**config.mk**
```make
export PLATFORM = sky130hd
export DESIGN_NAME = iomem_pwm_leds
export DESIGN_NICKNAME = d
export VERILOG_FILES = /design/src/rtl/iomem_pwm_leds_pkg.sv /design/src/rtl/iomem_pwm_leds_timebase.sv /design/src/rtl/iomem_pwm_leds.sv
export SDC_FILE = /design/constraint.sdc
export NUM_CORES = 1
export LEC_CHECK = 0
export BUFFER_PORTS_ARGS = -buffer_cell sky130_fd_sc_hd__buf_4
export CELL_PAD_IN_SITES_DETAIL_PLACEMENT = 0
export CELL_PAD_IN_SITES_GLOBAL_PLACEMENT = 1
export CORE_AREA = 2 2 203 155
export DETAILED_ROUTE_END_ITERATION = 6
export DIE_AREA = 0 0 205 157
export GPL_TIMING_DRIVEN = 0
export PLACE_DENSITY_LB_ADDON = 0.1
export SYNTH_ARGS = -nofsm -noshare
export SYNTH_HDL_FRONTEND = slang
export SYNTH_SLANG_ARGS = --single-unit
```
**constraint.sdc**
```tcl
create_clock -name clk -period 2.7 [get_ports clk]
set_input_delay 0 -clock clk [delete_from_list [all_inputs] [get_ports clk]]
set_output_delay 0 -clock clk [all_outputs]
set_load 0.05 [all_outputs]
```
**src/rtl/iomem_pwm_leds_pkg.sv**
```systemverilog
// iomem_pwm_leds_pkg: register offsets, CTRL bit indices, default widths and byte-lane merge helper
package iomem_pwm_leds_pkg;
  localparam int DEF_NCH = 8;
  localparam int DEF_DW = 8;
  localparam int DEF_PSW = 16;
  localparam logic [5:0] OFF_CTRL = 6'h00;
  localparam logic [5:0] OFF_PRESCALE = 6'h01;
  localparam logic [5:0] OFF_PERIOD = 6'h02;
  localparam logic [5:0] OFF_STATUS = 6'h03;
  localparam logic [5:0] OFF_DUTY_BASE = 6'h04;
  localparam int CTRL_EN = 0;
  localparam int CTRL_INV = 1;
  localparam int CTRL_IRQ_EN = 2;
  function automatic logic [31:0] byte_merge(input logic [31:0] old, input logic [31:0] wdata,
                                             input logic [3:0] strb);
    logic [31:0] r;
    r = old;
    for (int b = 0; b < 4; b++) if (strb[b]) r[8*b +: 8] = wdata[8*b +: 8];
    return r;
  endfunction
endpackage

```
**src/rtl/iomem_pwm_leds_timebase.sv**
```systemverilog
// pwm_timebase: prescaler and period counter; the period shadow reloads on wrap or while disabled
module pwm_timebase import iomem_pwm_leds_pkg::*; #(
  parameter int DW = DEF_DW,
  parameter int PSW = DEF_PSW
) (
  input  logic           clk,
  input  logic           rst,
  input  logic           en,
  input  logic [PSW-1:0] prescale,
  input  logic [DW-1:0]  period,
  output logic           tick,
  output logic           wrap,
  output logic [DW-1:0]  cnt
);
  logic [PSW-1:0] psc_q, psc_d;
  logic [DW-1:0] cnt_q, cnt_d, per_sh_q, per_sh_d;
  always_comb begin
    tick = en && psc_q == prescale;
    wrap = tick && cnt_q >= per_sh_q;
    psc_d = (!en || tick) ? '0 : psc_q + PSW'(1);
    cnt_d = (!en || wrap) ? '0 : tick ? cnt_q + DW'(1) : cnt_q;
    per_sh_d = (!en || wrap) ? period : per_sh_q;
  end
  always_ff @(posedge clk)
    if (rst) begin
      psc_q <= '0;
      cnt_q <= '0;
      per_sh_q <= '0;
    end else begin
      psc_q <= psc_d;
      cnt_q <= cnt_d;
      per_sh_q <= per_sh_d;
    end
  assign cnt = cnt_q;
endmodule

```
**src/rtl/iomem_pwm_leds.sv**
```systemverilog
// iomem_pwm_leds: iomem-mapped PWM LED driver with double-buffered duty/period.
// Define IOMEM_PWM_LEDS_IRQ_EN to add the STATUS.WRAP flag, CTRL bit2 and the irq port.
module iomem_pwm_leds import iomem_pwm_leds_pkg::*; #(
  parameter int NCH = DEF_NCH,
  parameter int DW = DEF_DW,
  parameter int PSW = DEF_PSW,
  parameter logic [7:0] BASE_SEL = 8'h03
) (
  input  logic           clk,
  input  logic           reset,
  input  logic           iomem_valid,
  output logic           iomem_ready,
  input  logic [3:0]     iomem_wstrb,
  input  logic [31:0]    iomem_addr,
  input  logic [31:0]    iomem_wdata,
  output logic [31:0]    iomem_rdata,
  output logic [NCH-1:0] leds
`ifdef IOMEM_PWM_LEDS_IRQ_EN
  ,
  output logic           irq
`endif
);
`ifdef IOMEM_PWM_LEDS_IRQ_EN
  localparam int CW = 3;
`else
  localparam int CW = 2;
`endif
  logic [CW-1:0] ctrl_q, ctrl_d;
  logic [PSW-1:0] prescale_q, prescale_d;
  logic [DW-1:0] period_q, period_d;
  logic [DW-1:0] duty_q [NCH];
  logic [DW-1:0] duty_d [NCH];
  logic [DW-1:0] duty_sh_q [NCH];
  logic [DW-1:0] duty_sh_d [NCH];
  logic flag_q, flag_d, ready_q, ready_d;
  logic [31:0] rdata_q, rdata_d, rd_val, wr_val;
  logic [NCH-1:0] leds_q, leds_d;
  logic [5:0] off;
  logic sel, wr, en, tick, wrap;
  logic [DW-1:0] cnt;
  logic unused_bits;
  assign unused_bits = ^{iomem_addr[23:8], iomem_addr[1:0], tick};
  pwm_timebase #(.DW(DW), .PSW(PSW)) u_tb (
    .clk(clk), .rst(reset), .en(en), .prescale(prescale_q), .period(period_q),
    .tick(tick), .wrap(wrap), .cnt(cnt)
  );
  always_comb begin
    off = iomem_addr[7:2];
    sel = iomem_valid && !ready_q && iomem_addr[31:24] == BASE_SEL;
    wr = sel && |iomem_wstrb;
    en = ctrl_q[CTRL_EN];
    rd_val = '0;
    if (off == OFF_CTRL) rd_val = 32'(ctrl_q);
    if (off == OFF_PRESCALE) rd_val = 32'(prescale_q);
    if (off == OFF_PERIOD) rd_val = 32'(period_q);
    if (off == OFF_STATUS) rd_val = 32'(flag_q);
    for (int i = 0; i < NCH; i++) if (off == OFF_DUTY_BASE + 6'(i)) rd_val = 32'(duty_q[i]);
    wr_val = byte_merge(rd_val, iomem_wdata, iomem_wstrb);
    ctrl_d = (wr && off == OFF_CTRL) ? CW'(wr_val) : ctrl_q;
    prescale_d = (wr && off == OFF_PRESCALE) ? PSW'(wr_val) : prescale_q;
    period_d = (wr && off == OFF_PERIOD) ? DW'(wr_val) : period_q;
    leds_d = '0;
    for (int i = 0; i < NCH; i++) begin
      duty_d[i] = (wr && off == OFF_DUTY_BASE + 6'(i)) ? DW'(wr_val) : duty_q[i];
      // shadows sample the pre-write register value, so a write landing on a wrap waits a period
      duty_sh_d[i] = (!en || wrap) ? duty_q[i] : duty_sh_q[i];
      leds_d[i] = (en && cnt < duty_sh_q[i]) ^ (en && ctrl_q[CTRL_INV]);
    end
`ifdef IOMEM_PWM_LEDS_IRQ_EN
    flag_d = wrap || (flag_q && !(wr && off == OFF_STATUS && wr_val[0]));
`else
    flag_d = 1'b0;
`endif
    ready_d = sel;
    rdata_d = sel ? rd_val : rdata_q;
  end
  always_ff @(posedge clk)
    if (reset) begin
      ctrl_q <= '0;
      prescale_q <= '0;
      period_q <= '0;
      duty_q <= '{default: '0};
      duty_sh_q <= '{default: '0};
      flag_q <= 1'b0;
      ready_q <= 1'b0;
      rdata_q <= '0;
      leds_q <= '0;
    end else begin
      ctrl_q <= ctrl_d;
      prescale_q <= prescale_d;
      period_q <= period_d;
      duty_q <= duty_d;
      duty_sh_q <= duty_sh_d;
      flag_q <= flag_d;
      ready_q <= ready_d;
      rdata_q <= rdata_d;
      leds_q <= leds_d;
    end
  assign iomem_ready = ready_q;
  assign iomem_rdata = rdata_q;
  assign leds = leds_q;
`ifdef IOMEM_PWM_LEDS_IRQ_EN
  assign irq = flag_q && ctrl_q[CTRL_IRQ_EN];
`endif
endmodule

```
==> results.yml, run 1 <==
die:
  core_um2: 30000
  initial_core_util_pct: 35.0
  fp.dieArea_um2: 32200
  die_h_um: 157
  ios: 112
  fp.dieW_um: 205
  num_rows: 55
power:
  intPower_mw: 5.45
  peakVddDrop_v: 0.000466
  p_comb_share_pct: 5.1
  p_per_area_nw_per_um2: 560
  switching_share_pct: 23.1
  power_mw: 7.09
  p_switching_mw: 1.64
  leakage_nw: 4.96
  power_frac_clock_pct: 51.1
  seq_power_share_pct: 43.9
critical_path:
  crit_required_ps: 3160
  worstPathCellList: "mux2_2 -> o221ai_1 -> a211o_1 -> a211oi_2 -> o21bai_2 -> o21ai_1"
  crit_type: "reg2reg"
  worstSetupEndpointType: "flop"
  cp_max_fo: 10
  slowest_delay_ps: 950
  r2r_start: "ctrl_q[1]"
  worst_ep_arrival_time_ps: 3010
  crit_start: "ctrl_q[1]"
  start_kind: "flop"
  cp_slowest_cell: "dfxtp_1"
drt:
  dr.first_iter.drc_count: 630
  vias: 9117
  wl_per_cell_um: 19.3
  drc: 0
  vias_per_cell: 5.06
  antenna_left: 0
  first_pass_iters: 5
  drt-total-wl_um: 34800
clocking:
  clk_pin_slew_ps: 60
  h-tree-depth: 1
  clockRootBuffer: "clkbuf_16"
  clk_latency_ps: 540
  cts_tree: "done"
  cts_max_path_buffers: 3
  clock_sink_count: 211
  numCtsBuffers: 24
synthesis:
  yosys_warnings: 0
  yosysSeqAreaShare_pct: 40.2
  netlist.area_leader.share_pct: 40.2
  synth-seq-cells: 211
  synth_enable_flop_cells: 0
  synth_area_um2: 10500
  ys_top_cells_by_area: "dfxtp_1 (40%), ha_1 (7.9%), nand2_1 (6.7%)"
  synth_top_area_cell: "dfxtp_1"
  synthArstFlopShare_pct: 0
  yosys.cell_count.top_type: "dfxtp_1"
  synth_cell_types: 66
  synthTopCellsByCount: "dfxtp_1 (211), nand2_1 (187), a21oi_1 (113)"
  yosys_most_used_dff: "dfxtp_1"
  syn_area_per_cell_um2: 8.30
  syn_inst: 1264
final_layout:
  multi_input_area_um2: 5680
  drive_above_1_share_pct: 13.6
  regArea_um2: 4240
  fillCellCount: 3084
  nNetsFinal: 1521
  stdcell_area_um2: 12700
  final_util_pct: 42.2
  area_growth_syn_to_layout_pct: 20.7
  fin_cells: 1801
worst_hold_path:
  min_from: "iomem_wdata[6]"
  hold_class: "in2reg"
timing:
  period_needed_ps: 2540
  maxSlewViolCount: 0
  rsz0062_at_grt: "false"
  finalCritPeriodShare_pct: 94.2
  worstMarginPinSlew_ps: 1200
  timing.final.hold_violations: 0
  setup_viol: 0
  tns_ps: 0
  relSlewSlack_pct: 18.8
  fmax_ghz: 0.393
  clock_skew_ps: 16.2
placement:
  hpwl_um: 25900
  post-place-cells: 1737
  place_area_um2: 11500
  gp_congestion: 0.930
  io_buffers: 59
outcome:
  outcome: "finished, final reports clean"
job:
  maxCapViolCount: 0
global_routing:
  grt_overflow: 0
  grt_max_degree: 14
  antenna_found_initial: 1
  grt_pass1_vias: 8759
  grt_pass1_wl_um: 53600
  grt_usage_pct: 22.0
critical path, delay by kind of cell, from the launching register on:
kind	cells	cell delay, ps
flops	1	950
compound gates	5	1210
mux	1	300
worst paths after layout:
path	endpoint	slack [ps]	depth (start not counted)
min reg2reg	duty_sh_q[13]	450	2
max	duty_q[1]	160	6
min	duty_q[6]	20	5
max reg2reg	duty_q[1]	160	6
layout make-up:
class | instances | area share, %
Multi-Input combinational cell | 913 | 44.8
Tap cell | 399 | 3.94
Sequential cell | 211 | 33.4
Clock buffer | 29 | 5.21
Clock inverter | 14 | 1.72
Antenna cell | 1 | 0.0198
Timing Repair Buffer | 83 | 5.45
Inverter | 70 | 2.07
Buffer | 81 | 3.33
power by group through the flow:
stage	sequential, mW	clock [mW]	combinational [mW]
after floorplan	3.18	0	0.205
after global placement	3.18	0	0.338
after detailed placement	3.18	0	0.336
after CTS	3.11	3.70	0.353
after global routing	3.11	3.83	0.381
final	3.11	3.62	0.359
state kept, by name (all words and copies together), names as in the netlist:
register,flops
u_tb.per_sh_q,8
leds,8
period_q,8
iomem_rdata,16
iomem_ready,1
duty_sh_q,64
u_tb.cnt,8
duty_q,64
ctrl_q,2
u_tb.psc_q,16
prescale_q,16
layer usage:
metal,GRT usage [%],vias up,part of all wire (%)
li1,-,4588,-
met1,32.5,4318,51
met2,34.2,172,43
met3,3.23,39,4.0
met4,4.15,0,1.6
met5,0,-,0
stage by stage:
| step | setup WS [ps] | hold WS, ps |
|---|---|---|
| finish | 155 | 20.8 |
| global route | 4.67 | 39.3 |
| CTS | 6.15 | 4.39 |
| detailed placement | -1190 | 239 |
| global placement | -1120 | 235 |
| floorplan | 352 | 144 |
logic make-up (layout without fill, tap and decap cells):
logic type / after synthesis / count (layout) / share of synthesized area, %
AO/OA/AOI/OAI: 268 / 268 / 15.4
XOR/XNOR: 42 / 42 / 3.50
adder cells (fa/ha/maj): 66 / 66 / 7.87
buffers and inverters: 155 / 277 / 6.51
flip-flops: 211 / 211 / 40.2
multiplexers: 58 / 58 / 5.79
other: 1 / 17 / 0.0357
AND/OR/NAND/NOR: 463 / 463 / 20.6
placed cells by master (no fill, tap or decap), types with 9 or more instances in the layout:
cell	netlist	layout
a21o_1	15	15
a21oi_1	113	112
a221oi_1	9	9
a31oi_1	11	10
and3_1	12	12
buf_2	17	17
buf_4	17	77
clkbuf_1	48	36
clkbuf_16	0	24
conb_1	1	16
dfxtp_1	211	204
dlygate4sd3_1	0	22
ha_1	66	66
inv_1	70	70
mux2i_1	54	54
nand2_1	187	187
nand2b_1	18	18
nand3_1	28	28
nand3b_1	31	31
nor2_1	111	111
nor3_1	25	25
o21ai_0	46	46
o21ai_1	20	20
o22ai_1	10	10
or2_2	12	12
xnor2_1	20	20
xor2_1	22	22
repair_timing:
item | 4_1_cts | 5_1_grt
setup buffers | 1 | 1
setup endpoints to repair | 90 | 78
pin swaps | 1 | 2
endpoints found under the hold margin | 14 | 0
gates resized for setup | 20 | 9
hold buffers | 22 | 0
(Power assumes the default switching activity.)
==> inputs of run 2 (changes only) <==
- clock period: 2.7 -> 2.6 ns (I/O delays scaled with it)
==> run 2 against run 1 <==
  * Setup slack better by 20 ps
  * Final area up 0.25%
  * Maximum frequency up 5.0%
  * Routed wire length about the same
  * Total power up 3.8%
  * Utilization up 0.10 points
  * Global-route usage about the same
  * Worst hold slack worse by 4.9 ps
  * Flip-flop and latch count unchanged
  * Critical path depth up 2
  * Sequential share of layout area down 0.073 points
  * Clock-buffer cell count unchanged
==> results.yml, run 2 (synthesized netlist as in run 1, its figures left out) <==
timing:
  worstMarginPinSlew_ps: 1190
  finalCritPeriodShare_pct: 93.2
  relSlewSlack_pct: 19.4
  rsz0062_at_grt: "false"
  clock_skew_ps: 17.1
  setup_viol: 0
  timing.final.hold_violations: 0
  maxSlewViolCount: 0
  period_needed_ps: 2420
  fmax_ghz: 0.412
  tns_ps: 0
critical_path:
  cp_slowest_cell: "dfxtp_2"
  slowest_delay_ps: 470
  worstSetupEndpointType: "flop"
  critPathCapture: "duty_sh_q[8]"
  crit_start: "u_tb.cnt[6]"
  start_kind: "flop"
  crit_cells: 8
  cpLargestDelayFamily: "compound AO/OA/AOI/OAI gates"
  crit_top_cell: "nand2_1"
  rrSetupSlack_ps: 180
  worstReg2RegEnd: "duty_sh_q[8]"
  reg2reg_depth: 8
  r2r_start: "u_tb.cnt[6]"
  crit_type: "reg2reg"
  cp_num_buf_inv: 1
  cp_max_fo: 11
  worstPathCellList: "ha_1 -> a2111oi_1 -> nand2_1 -> a21oi_4 -> o31a_4 -> clkbuf_2 -> nand2_1 -> a21oi_1"
  worst_ep_arrival_time_ps: 2880
  crit_required_ps: 3050
final_layout:
  area_growth_syn_to_layout_pct: 21.0
  reg.largest.list: "duty_q (64), duty_sh_q (64)"
  layout_common_cells: "dfxtp_1 (203), nand2_1 (187), a21oi_1 (112), nor2_1 (111), buf_4 (81)"
  drive_above_1_share_pct: 13.9
  final_common_cell: "dfxtp_1"
  stdcell_area_um2: 12700
  fin_cells: 1804
  nNetsFinal: 1524
clocking:
  clk_pin_slew_ps: 60
  clock_sink_count: 211
  numCtsBuffers: 24
  cts_tree: "done"
  clk_latency_ps: 540
  cts_max_path_buffers: 3
  clockRootBuffer: "clkbuf_16"
  h-tree-depth: 1
outcome:
  outcome: "finished, final reports clean"
power:
  power_mw: 7.36
  leakage_nw: 4.98
  p_per_area_nw_per_um2: 580
  peakVddDrop_v: 0.000485
global_routing:
  grt_pass1_wl_um: 53600
  grt_pass1_vias: 8741
  grt_usage_pct: 22.1
  grt_max_degree: 14
  grt_overflow: 0
  antenna_found_initial: 1
die:
  die_h_um: 157
  num_rows: 55
  ios: 112
  fp.dieArea_um2: 32200
  core_um2: 30000
  fp.dieW_um: 205
  initial_core_util_pct: 35.0
drt:
  first_pass_iters: 5
  dr.first_iter.drc_count: 664
  antenna_left: 0
  vias_per_cell: 5.07
  wl_per_cell_um: 19.3
  vias: 9151
  drt-total-wl_um: 34800
  drc: 0
placement:
  hpwl_um: 25900
  post-place-cells: 1737
  gp_congestion: 0.930
  place_area_um2: 11500
  io_buffers: 59
worst_hold_path:
  hold_class: "in2reg"
  hold_path_depth: 5
job:
  maxCapViolCount: 0
==> run 2: cell types whose count changed in the layout (fill, tap and decap cells not counted) <==
cell	previous run	this run
o21ai_1	20	21
clkbuf_4	2	1
dfxtp_2	6	7
a21oi_4	0	1
a21oi_2	1	0
buf_4	77	81
o21ai_0	46	45
dfxtp_1	204	203
==> run 2: worst min path at each step <==
stage / from / to / slack, ps
6_report: iomem_wdata[5] / duty_q[5] / 20
5_1_grt: iomem_addr[5] / duty_q[47] / 40
4_1_cts: iomem_addr[5] / duty_q[47] / 4
3_5_place_dp: iomem_wdata[8] / prescale_q[8] / 240
3_3_place_gp: iomem_wdata[9] / prescale_q[9] / 230
2_1_floorplan: iomem_wdata[10] / prescale_q[10] / 140
==> run 2: cell type report <==
class | instances | area (µm²)
fill | 3084 | 17300
multi-input combinational | 913 | 5690
sequential | 211 | 4240
timing repair buffer | 86 | 713
clock buffer | 29 | 659
tap | 399 | 499
buffer | 81 | 422
inverter | 70 | 263
clock inverter | 14 | 218
antenna | 1 | 2.50
==> run 2: per-stage QoR <==
stage | hold slack, ps | util [%] | setup WS, ps
after floorplan | 144 | - | 252
after global placement | 235 | 38.3 | -1220
after detailed placement | 239 | 38.3 | -1290
after CTS | 4.39 | 42.2 | -1.57
after global routing | 39.3 | 42.3 | 23.4
final | 15.9 | 42.3 | 176
==> run 2: what timing repair did <==
action,CTS,global route
hold buffers,22,0
resized for setup,25,7
setup endpoints to repair,90,91
gates cloned,0,0
setup buffers,1,4
pin swaps,1,2
endpoints found under the hold margin,14,0
==> run 2: where the power goes <==
group	switching, mW	internal, mW	leakage [nW]
logic	0.251	0.121	2.86
registers	0.000239	3.23	1.70
clock network	1.45	2.31	0.423
==> run 2: worst reg2reg max path, stage by stage (launching register included) <==
cell and delay (ps):
dfxtp_2 470, ha_1 310, a2111oi_1 410, nand2_1 150
a21oi_4 220, o31a_4 260, clkbuf_2 290, nand2_1 100
a21oi_1 130
==> run 2: metal layers <==
| layer | vias up | routed length, µm | global-route usage [%] |
|---|---|---|---|
| li1 | 4594 | - | - |
| met1 | 4341 | 17600 | 32.6 |
| met2 | 175 | 15100 | 34.2 |
| met3 | 41 | 1500 | 3.23 |
| met4 | 0 | 571 | 4.15 |
| met5 | - | 0 | 0 |
